<file path="config.mk">
export PLATFORM = sky130hd
export DESIGN_NAME = ps2_paddle_keys
export DESIGN_NICKNAME = d
export VERILOG_FILES = /design/src/rtl/ps2_paddle_keys.sv
export SDC_FILE = /design/constraint.sdc
export NUM_CORES = 1
export LEC_CHECK = 0
export BUFFER_PORTS_ARGS = -buffer_cell sky130_fd_sc_hd__buf_2
export CAP_MARGIN = 20
export CORE_ASPECT_RATIO = 0.7
export CORE_MARGIN = 5
export CORE_UTILIZATION = 61
export DETAILED_ROUTE_END_ITERATION = 8
export PLACE_DENSITY = 0.75
export SLEW_MARGIN = 10
export SYNTH_ARGS = -nofsm -noshare
export SYNTH_HDL_FRONTEND = slang
export SYNTH_SLANG_ARGS = --single-unit
</file>
<file path="constraint.sdc">
create_clock -name clk_50MHz -period 2.21 [get_ports clk_50MHz]
set_input_delay 0.1105 -clock clk_50MHz [delete_from_list [all_inputs] [get_ports clk_50MHz]]
set_output_delay 0.1105 -clock clk_50MHz [all_outputs]
set_load 0.02 [all_outputs]
</file>
<file path="src/rtl/ps2_paddle_keys.sv">
// PS/2 scan-code-set-2 receiver driving left paddle up/down levels.
// Ports: clk_50MHz, reset (async, low), kb_clk/kb_data in; upl/downl out. Option: PARITY_CHECK_EN.
module ps2_paddle_keys #(
  parameter logic [7:0] UP_CODE     = 8'h1C,
  parameter logic [7:0] DOWN_CODE   = 8'h1A,
  parameter int         TIMEOUT_CYC = 3000
) (
  input  logic clk_50MHz,
  input  logic reset,
  input  logic kb_clk,
  input  logic kb_data,
  output logic upl,
  output logic downl
);

  localparam int TW = $clog2(TIMEOUT_CYC + 1);
  localparam logic [TW-1:0] TMO_LAST = TW'(TIMEOUT_CYC - 1);

  logic [2:0]    kc_sync;
  logic [1:0]    kd_sync;
  logic          fall;
  logic          bit_in;
  logic [3:0]    bit_cnt;
  logic [8:0]    sr;
  logic [TW-1:0] tmo;
  logic          byte_vld;
  logic [7:0]    byte_q;
  logic          frame_ok;
  logic          brk;
  logic          ext;

  assign fall   = ~kc_sync[1] & kc_sync[2];
  assign bit_in = kd_sync[1];

`ifdef PARITY_CHECK_EN
  // odd parity over d0..d7+parity, and stop bit must be 1
  assign frame_ok = (^sr) & bit_in;
`else
  assign frame_ok = 1'b1;
`endif

  always_ff @(posedge clk_50MHz or negedge reset) begin
    if (!reset) begin
      kc_sync <= 3'b111;
      kd_sync <= 2'b11;
    end else begin
      kc_sync <= {kc_sync[1:0], kb_clk};
      kd_sync <= {kd_sync[0], kb_data};
    end
  end

  always_ff @(posedge clk_50MHz or negedge reset) begin
    if (!reset) begin
      bit_cnt  <= '0;
      sr       <= '0;
      tmo      <= '0;
      byte_vld <= 1'b0;
      byte_q   <= '0;
    end else begin
      byte_vld <= 1'b0;
      if (fall) begin
        tmo <= '0;
        unique case (1'b1)
          bit_cnt == 4'd0: begin
            // a 1 here is not a start bit: stay idle
            if (!bit_in) bit_cnt <= 4'd1;
          end
          bit_cnt == 4'd10: begin
            bit_cnt  <= '0;
            byte_q   <= sr[7:0];
            byte_vld <= frame_ok;
          end
          default: begin
            sr      <= {bit_in, sr[8:1]};
            bit_cnt <= bit_cnt + 4'd1;
          end
        endcase
      end else if (bit_cnt != 4'd0) begin
        if (tmo == TMO_LAST) begin
          bit_cnt <= '0;
          sr      <= '0;
          tmo     <= '0;
        end else begin
          tmo <= tmo + 1'b1;
        end
      end else begin
        tmo <= '0;
      end
    end
  end

  always_ff @(posedge clk_50MHz or negedge reset) begin
    if (!reset) begin
      upl   <= 1'b0;
      downl <= 1'b0;
      brk   <= 1'b0;
      ext   <= 1'b0;
    end else if (byte_vld) begin
      unique case (1'b1)
        byte_q == 8'hF0: brk <= 1'b1;
        byte_q == 8'hE0: ext <= 1'b1;
        default: begin
          if (!ext) begin
            if (byte_q == UP_CODE)   upl   <= ~brk;
            if (byte_q == DOWN_CODE) downl <= ~brk;
          end
          brk <= 1'b0;
          ext <= 1'b0;
        end
      endcase
    end
  end

endmodule

</file>
==> results.yml, run 1 <==
outcome:
  status: "complete, no violations"
place:
  hpwl_um: 2760
  routabilityCongestion: 0.925
  port_buffers: 5
  placed_cell_area_um2: 2150
  pre_cts_ws_ps: 395
sta:
  tightestPinTransition_ps: 900
  setup_viol: 0
  fmax_ghz: 0.546
  rsz0062_at_grt: "no"
  hold_viol: 0
  drv_slew: 0
  fin_setup_tns_ps: 0
  relSlewSlack: 0.400
  min_period_ps: 1830
  fin_ws_ps: 377
  fin_skew_ps: 7.66
  period_share: 0.829
worst_setup_path:
  path_max_fanout: 11
  worst_setup_path_end_kind: "register"
  critPathKind: "register to register"
  crit_arrival_ps: 1970
  reg2reg_from: "tmo[3]"
  reg2reg_to: "sr[6]"
  regToRegSetupSlack_ps: 380
  cp-start-kind: "register"
  reg2reg_depth: 3
  required_ps: 2350
synthesis:
  yosysTopAreaCell: "dfrtp_1"
  syn_inst: 175
  async_reset_ff_frac: 1.00
  yosys_warnings: 0
  synth-seq-cells: 43
  yosys_most_used_dff: "dfrtp_1"
  yosysSeqAreaShare: 0.523
  synth_nets: 183
  syn_area_um2: 2070
  synth_common_cells: "38 x dfrtp_1, 19 x inv_1, 10 x o221ai_1"
  synthTopCellsByArea: "dfrtp_1 46%, dfstp_2 6.3%, o221ai_1 4.2%, mux2_2 3.8%, inv_1 3.4%"
  yosysMostFrequentCell: "dfrtp_1"
  ys_types: 44
  synth_edf_count: 0
  avgSynthCellArea_um2: 11.8
  netlist.area_leader.share: 0.459
clock_tree:
  cts_buffers: 5
  cts_resized: 0
  clk_latency_ps: 290
  ctsHoldBuffers: 3
  cts_max_level: 2
  cts_root_buffer: "clkbuf_8"
  path_clk_slew_ps: 70
  postCtsSetupBuffers: 0
  clockBufferDepth: 2
  cts_tree: "done"
  cts_num_sinks: 43
pwr:
  p_per_area_nw_per_um2: 985
  leakagePower_nw: 0.987
  ir_drop_v: 0.000726
detailed_routing:
  vias_per_cell: 6.16
  drc_errors: 0
  drtIter0Drc: 114
  drtAntennaViolNets: 0
  vias: 1453
  wl_per_cell_um: 16.4
  dr.pass1.iters: 4
  wl_um: 3870
hold_path:
  holdPathEnd: "kd_sync[1]"
  hold_class: "register to register"
  holdPathStages: 0
  hold_path.startpoint: "kd_sync[0]"
die:
  io_pins: 6
  coreArea_um2: 3210
  start_util: 0.645
  die_x_um: 79.6
  die_h_um: 58.7
  std_cell_rows: 17
  dieArea_um2: 4680
job:
  drv_cap: 0
final_layout:
  n_fill_cell: 230
  design_area_um2: 2300
  diodes: 0
  areaGrowthSynthToFinish_pct: 10.9
  post-route-util: 0.715
  layout.nets: 196
  drive_above_1_share: 0.222
global_routing:
  grt_max_degree: 44
  antenna_found_initial: 0
  grtUsageTotal: 0.190
  grt_pass1_vias: 1360
  grt_pass1_wl_um: 6740
  overflow: 0
## logic make-up (layout without fill, tap and decap cells)
logic type / Yosys count / in the layout / synth area share
AND/OR/NAND/NOR: 44 / 44 / 0.155
adder cells (fa/ha/maj): 4 / 4 / 0.0242
buffers and inverters: 26 / 40 / 0.0550
XOR/XNOR: 3 / 3 / 0.0127
flip-flops: 43 / 43 / 0.523
AO/OA/AOI/OAI: 45 / 45 / 0.178
multiplexers: 10 / 10 / 0.0526
## state kept, by name, indices dropped and copies added (netlist names), 2 cells and up
signal,flops
kd_sync,2
bit_cnt,4
byte_q,8
sr,9
kc_sync,3
tmo,12
## where the power goes
part / total [W] / leakage [nW] / internal [W] / switching, W
Clock: 0.000617 / 0.0612 / 0.000365 / 0.000251
Combinational: 0.000568 / 0.376 / 0.000243 / 0.000325
Sequential: 0.00108 / 0.550 / 0.000941 / 0.000138
Total: 0.00226 / 0.987 / 0.00155 / 0.000714
## routing by layer
metal | GRT usage | vias up | wire, µm
li1 | - | 690 | -
met1 | 0.293 | 729 | 2060
met2 | 0.257 | 30 | 1590
met3 | 0.0596 | 4 | 191
met4 | 0.0441 | 0 | 29
met5 | 0 | - | 0
## per-stage QoR
stage / std cells / power [W] / hold WS (ps)
floorplan: 175 / 0.00146 / -185
global placement: 225 / 0.00162 / 217
detailed placement: 225 / 0.00165 / 217
CTS: 236 / 0.00227 / 360
global route: 236 / 0.00241 / 367
finish: 236 / 0.00226 / 358
## worst max-delay path, stage by stage (launching register included)
cell and delay [ps]:
dfrtp_1 440, or4b_4 660, o311ai_1 400, o221ai_1 190
## final cells by class
type                    count  area, µm²  share of cell area
well taps                  47       58.8              0.0256
flip-flops and latches     43       1080               0.471
multi-input cells         106        875               0.381
inverters                  19       71.3              0.0310
clock buffers               6       82.6              0.0359
clock inverters             2       35.0              0.0153
repair buffers             13       92.6              0.0403
## placed cells by master (no fill, tap or decap), types with 3 or more instances in the layout
| master | instances |
|---|---|
| dfrtp_1 | 38 |
| inv_1 | 19 |
| o221ai_1 | 10 |
| o311ai_1 | 8 |
| nand3_1 | 7 |
| mux2_2 | 7 |
| a21oi_1 | 6 |
| clkbuf_8 | 6 |
| or4_1 | 5 |
| a211oi_1 | 5 |
| o21ai_0 | 5 |
| buf_2 | 5 |
| dfstp_2 | 5 |
| buf_4 | 5 |
| nand2_1 | 4 |
| nor3_1 | 4 |
| ha_1 | 4 |
| o31ai_1 | 3 |
| nand2b_1 | 3 |
| or3_1 | 3 |
| nand4b_1 | 3 |
| mux2i_1 | 3 |
| dlygate4sd3_1 | 3 |
## worst max path at each step
stage	from	to	slack, ps	cells after the start
2_1_floorplan	bit_cnt[0]	sr[0]	530	6
3_5_place_dp	tmo[3]	sr[6]	390	3
5_1_grt	tmo[0]	tmo[10]	260	4
6_report	tmo[3]	sr[6]	380	3
4_1_cts	tmo[3]	sr[6]	370	3
3_3_place_gp	tmo[0]	tmo[10]	470	4
(Power assumes the default switching activity.)
==> run 2: changes to the inputs <==
--- a/config.mk
+++ b/config.mk
@@ -9,9 +9,9 @@
 export CAP_MARGIN = 20
 export CORE_ASPECT_RATIO = 0.7
 export CORE_MARGIN = 5
-export CORE_UTILIZATION = 61
+export CORE_UTILIZATION = 55
 export DETAILED_ROUTE_END_ITERATION = 8
-export PLACE_DENSITY = 0.75
+export PLACE_DENSITY = 0.72
 export SLEW_MARGIN = 10
 export SYNTH_ARGS = -nofsm -noshare
 export SYNTH_HDL_FRONTEND = slang
==> constraint.sdc (replaced) <==
create_clock -name clk_50MHz -period 1.6 [get_ports clk_50MHz]
set_input_delay 0.08 -clock clk_50MHz [delete_from_list [all_inputs] [get_ports clk_50MHz]]
set_output_delay 0.08 -clock clk_50MHz [all_outputs]
set_load 0.02 [all_outputs]
==> results.yml, run 2 (synthesis results as in run 1) <==
detailed_routing:
  vias: 1651
  drtAntennaViolNets: 0
  wl_per_cell_um: 18.9
  vias_per_cell: 6.25
  drc_errors: 0
  wl_um: 4980
  dr.pass1.iters: 4
  drtIter0Drc: 157
final_layout:
  layout.nets: 221
  seq_area_um2: 1080
  top_register: "tmo"
  diodes: 0
  largest_register_ffs: 12
  drive_above_1_share: 0.435
  areaGrowthSynthToFinish_pct: 27.6
  multi_input_area_um2: 1030
  n_fill_cell: 235
  fin_cells: 264
  most-common-layout-cells: "37 x dfrtp_1, 23 x buf_4, 17 x inv_1"
  largest_registers: "tmo: 12 flops, sr: 9 flops, byte_q: 8 flops"
  post-route-util: 0.738
  mostFrequentLayoutCell: "dfrtp_1"
pwr:
  p_clk_frac: 0.210
  seq_power_share: 0.422
  p_per_area_nw_per_um2: 1340
  swShare: 0.339
  power.switching_w: 0.00120
  p_comb_frac: 0.368
  leakagePower_nw: 1.12
  power.total_w: 0.00355
  cellInternalPower_w: 0.00234
  ir_drop_v: 0.000943
clock_tree:
  cts_tree: "done"
  clockBufferDepth: 2
  clk_latency_ps: 300
  cts_max_level: 2
  cts_num_sinks: 43
  cts_root_buffer: "clkbuf_8"
  cts_buffers: 5
  path_clk_slew_ps: 80
sta:
  fin_skew_ps: 9.50
  drv_slew: 0
  relSlewSlack: 0.644
  tightestPinTransition_ps: 534
  hold_viol: 0
  fin_ws_ps: -93.2
  rsz0062_at_grt: "yes"
  period_share: 1.06
  min_period_ps: 1690
  setup_viol: 23
  fmax_ghz: 0.591
  hold_slack_ps: 357
worst_setup_path:
  critPathKind: "register to register"
  reg2reg_to: "sr[3]"
  crit_arrival_ps: 1860
  cp-endpoint: "sr[3]"
  regToRegSetupSlack_ps: -90
  setup.worst_path.start: "tmo[10]"
  required_ps: 1760
  cp-start-kind: "register"
  worst_setup_path_end_kind: "register"
  path_max_fanout: 5
  reg2reg_depth: 4
  reg2reg_from: "tmo[10]"
die:
  dieArea_um2: 5110
  io_pins: 6
  start_util: 0.578
  std_cell_rows: 18
  die_x_um: 83.3
  coreArea_um2: 3580
  die_h_um: 61.3
place:
  hpwl_um: 3030
  port_buffers: 5
  dpl.cell_count: 246
  routabilityCongestion: 0.790
  pre_cts_ws_ps: -103
global_routing:
  grt_max_degree: 44
  grt_pass1_vias: 1607
  overflow: 0
  grtUsageTotal: 0.199
  antenna_found_initial: 0
  grt_pass1_wl_um: 7760
job:
  drv_cap: 0
outcome:
  status: "finished with violations"
  violations: "setup timing"
hold_path:
  hold_class: "register to register"
[run 2: repair_timing]
| action | CTS | global route |
|---|---|---|
| endpoints found under the hold margin | 40 | 0 |
| hold buffers | 3 | 0 |
| buffers inserted | 3 | 2 |
| endpoints found under the setup margin | 24 | 25 |
| pin swaps | 0 | 4 |
| gates cloned | 1 | 1 |
| gates resized for setup | 13 | 19 |
[run 2: stage by stage]
stage | instance area, µm² | setup TNS [ps]
floorplan | 2080 | -6.01
global placement | 2300 | -152
detailed placement | 2300 | -1080
CTS | 2520 | -280
global route | 2640 | -2640
finish | 2640 | -1410
[run 2: metal layers]
| metal | vias to the layer above | share of wire | GRT usage |
|---|---|---|---|
| li1 | 750 | - | - |
| met1 | 837 | 0.44 | 0.258 |
| met2 | 53 | 0.48 | 0.324 |
| met4 | 0 | 0.017 | 0.0769 |
| met3 | 11 | 0.060 | 0.0602 |
| met5 | - | 0 | 0 |
[run 2: power by group through the flow]
stage          logic [W]  registers (W)  clock network, W
2_1_floorplan   0.000590        0.00146                 0
3_3_place_gp    0.000903        0.00148                 0
3_5_place_dp    0.000950        0.00150                 0
4_1_cts          0.00103        0.00148          0.000758
5_1_grt          0.00142        0.00152          0.000801
6_report         0.00131        0.00150          0.000744
[run 2: final cells by class]
| class | count | area share |
|---|---|---|
| multi-input cells | 108 | 0.390 |
| flip-flops and latches | 43 | 0.410 |
| inverters | 19 | 0.0270 |
| clock buffers | 8 | 0.0379 |
| repair buffers | 36 | 0.111 |
| well taps | 50 | 0.0237 |
[run 2: worst min-delay path by stage]
stage,slack (ps),depth (start not counted),startpoint,endpoint
after floorplan,-220,0,reset,bit_cnt[0]
after global placement,170,2,reset,tmo[11]
after detailed placement,180,2,reset,tmo[9]
after CTS,360,0,kc_sync[0],kc_sync[1]
after global routing,360,0,kc_sync[0],kc_sync[1]
final,360,0,kc_sync[0],kc_sync[1]
[run 2: critical path, cell delays in order (launching register included)]
cell	delay, ps
dfrtp_1	390
buf_4	150
or4b_4	590
o311ai_2	260
o221ai_1	170
==> run 3: changes to the inputs <==
--- a/config.mk
+++ b/config.mk
@@ -6,12 +6,11 @@
 export NUM_CORES = 1
 export LEC_CHECK = 0
 export BUFFER_PORTS_ARGS = -buffer_cell sky130_fd_sc_hd__buf_2
-export CAP_MARGIN = 20
 export CORE_ASPECT_RATIO = 0.7
 export CORE_MARGIN = 5
-export CORE_UTILIZATION = 55
+export CORE_UTILIZATION = 61
 export DETAILED_ROUTE_END_ITERATION = 8
-export PLACE_DENSITY = 0.72
+export PLACE_DENSITY = 0.75
 export SLEW_MARGIN = 10
 export SYNTH_ARGS = -nofsm -noshare
 export SYNTH_HDL_FRONTEND = slang
==> constraint.sdc (replaced) <==
create_clock -name clk_50MHz -period 1.65 [get_ports clk_50MHz]
set_input_delay 0.0825 -clock clk_50MHz [delete_from_list [all_inputs] [get_ports clk_50MHz]]
set_output_delay 0.0825 -clock clk_50MHz [all_outputs]
set_load 0.02 [all_outputs]
==> results.yml, run 3 (synthesis results as in run 1) <==
outcome:
  status: "finished with violations"
  violations: "setup timing"
global_routing:
  grtUsageTotal: 0.207
  grt_pass1_wl_um: 7470
  grt_pass1_vias: 1578
  antenna_found_initial: 0
  grt_max_degree: 20
  overflow: 0
clock_tree:
  clockBufferDepth: 2
  cts_num_sinks: 43
  clk_latency_ps: 290
  path_clk_slew_ps: 80
  cts_tree: "done"
  cts_root_buffer: "clkbuf_8"
  cts_max_level: 2
  cts_buffers: 5
detailed_routing:
  wl_met3_um: 325
  top_layer_used: "met4"
  met1Wirelength_um: 2090
  vias_per_cell: 6.23
  wl_per_cell_um: 17.6
  dr.pass1.iters: 4
  drtIter0Drc: 103
  drtAntennaViolNets: 0
  wl_um: 4510
  wl_met2_um: 2010
  drc_errors: 0
  vias: 1595
sta:
  tightestPinTransition_ps: 557
  fin_setup_tns_ps: -83.3
  rsz0062_at_grt: "yes"
  drv_slew: 0
  fin_skew_ps: 5.22
  period_share: 1.01
  fin_ws_ps: -22.8
  fmax_ghz: 0.598
  setup_viol: 9
  relSlewSlack: 0.624
  min_period_ps: 1670
  hold_viol: 0
pwr:
  ir_drop_v: 0.000933
  p_per_area_nw_per_um2: 1230
  swShare: 0.337
  power.total_w: 0.00303
  leakagePower_nw: 1.08
  p_clk_frac: 0.207
  p_comb_frac: 0.318
  power.switching_w: 0.00102
  cellInternalPower_w: 0.00201
  seq_power_share: 0.475
final_layout:
  diodes: 0
  largest_registers: "tmo: 12 flops, sr: 9 flops, byte_q: 8 flops"
  top_register: "tmo"
  design_area_um2: 2460
  mostFrequentLayoutCell: "dfrtp_1"
  most-common-layout-cells: "37 x dfrtp_1, 21 x buf_4, 19 x inv_1"
  largest_register_ffs: 12
  areaGrowthSynthToFinish_pct: 18.6
  layout.nets: 216
  drive_above_1_share: 0.316
place:
  routabilityCongestion: 0.793
  hpwl_um: 3060
  pre_cts_ws_ps: -43.2
  port_buffers: 5
  placed_cell_area_um2: 2280
worst_setup_path:
  path_max_fanout: 12
  crit_arrival_ps: 1850
  regToRegSetupSlack_ps: -20
  required_ps: 1820
  reg2reg_to: "tmo[2]"
  reg2reg_from: "tmo[3]"
  reg2reg_depth: 4
  critPathKind: "register to register"
  worst_setup_path_end_kind: "register"
  cp-start-kind: "register"
die:
  std_cell_rows: 17
  die_h_um: 58.7
  start_util: 0.645
  coreArea_um2: 3210
  io_pins: 6
  die_x_um: 79.6
  dieArea_um2: 4680
job:
  drv_cap: 0
hold_path:
  hold_class: "input port to async pin"
[run 3: layer usage]
layer	up-vias	global-route usage
li1	740	-
met1	782	0.302
met2	62	0.307
met3	11	0.0505
met4	0	0.0637
met5	-	0
[run 3: cell type report]
type | count | area [µm²]
timing repair buffer | 32 | 240
multi-input combinational | 107 | 918
inverter | 19 | 71.3
fill | 191 | 756
clock inverter | 3 | 15.0
sequential | 43 | 1080
tap | 47 | 58.8
clock buffer | 5 | 68.8
[run 3: critical path, stage by stage (launching register included)]
cell     delay [ps]
dfrtp_1         420
or4b_4          620
o31ai_4         240
buf_6           200
nor3_1           80
[run 3: worst max-delay path by stage]
stage	endpoint	start	slack, ps	depth (start not counted)
after floorplan	sr[0]	tmo[3]	30	4
after global placement	sr[2]	bit_cnt[1]	30	5
after detailed placement	tmo[2]	tmo[3]	-40	4
after CTS	bit_cnt[3]	tmo[10]	-20	4
after global routing	tmo[2]	tmo[3]	-80	4
final	tmo[2]	tmo[3]	-20	4
[run 3: power by group through the flow]
stage / Combinational [W] / Sequential [W] / Clock (W)
2_1_floorplan: 0.000570 / 0.00141 / 0
3_3_place_gp: 0.000835 / 0.00143 / 0
3_5_place_dp: 0.000879 / 0.00145 / 0
4_1_cts: 0.000894 / 0.00143 / 0.000636
5_1_grt: 0.00107 / 0.00146 / 0.000690
6_report: 0.000964 / 0.00144 / 0.000629
[run 3: metrics by stage]
step / hold WS [ps] / std cells / utilization
6_report: 252 / 256 / 0.765
5_1_grt: 292 / 256 / 0.765
4_1_cts: 254 / 252 / 0.747
3_5_place_dp: 31.5 / 241 / 0.709
3_3_place_gp: 23.1 / 241 / 0.709
2_1_floorplan: -213 / 175 / -
[run 3: what timing repair did]
item                                   4_1_cts  5_1_grt
pin swaps                                    1        1
setup endpoints to repair                   22       25
endpoints found under the hold margin       14        0
resized for setup                            2        7
setup buffers                                0        2
gates cloned                                 0        2
hold buffers                                 3        0
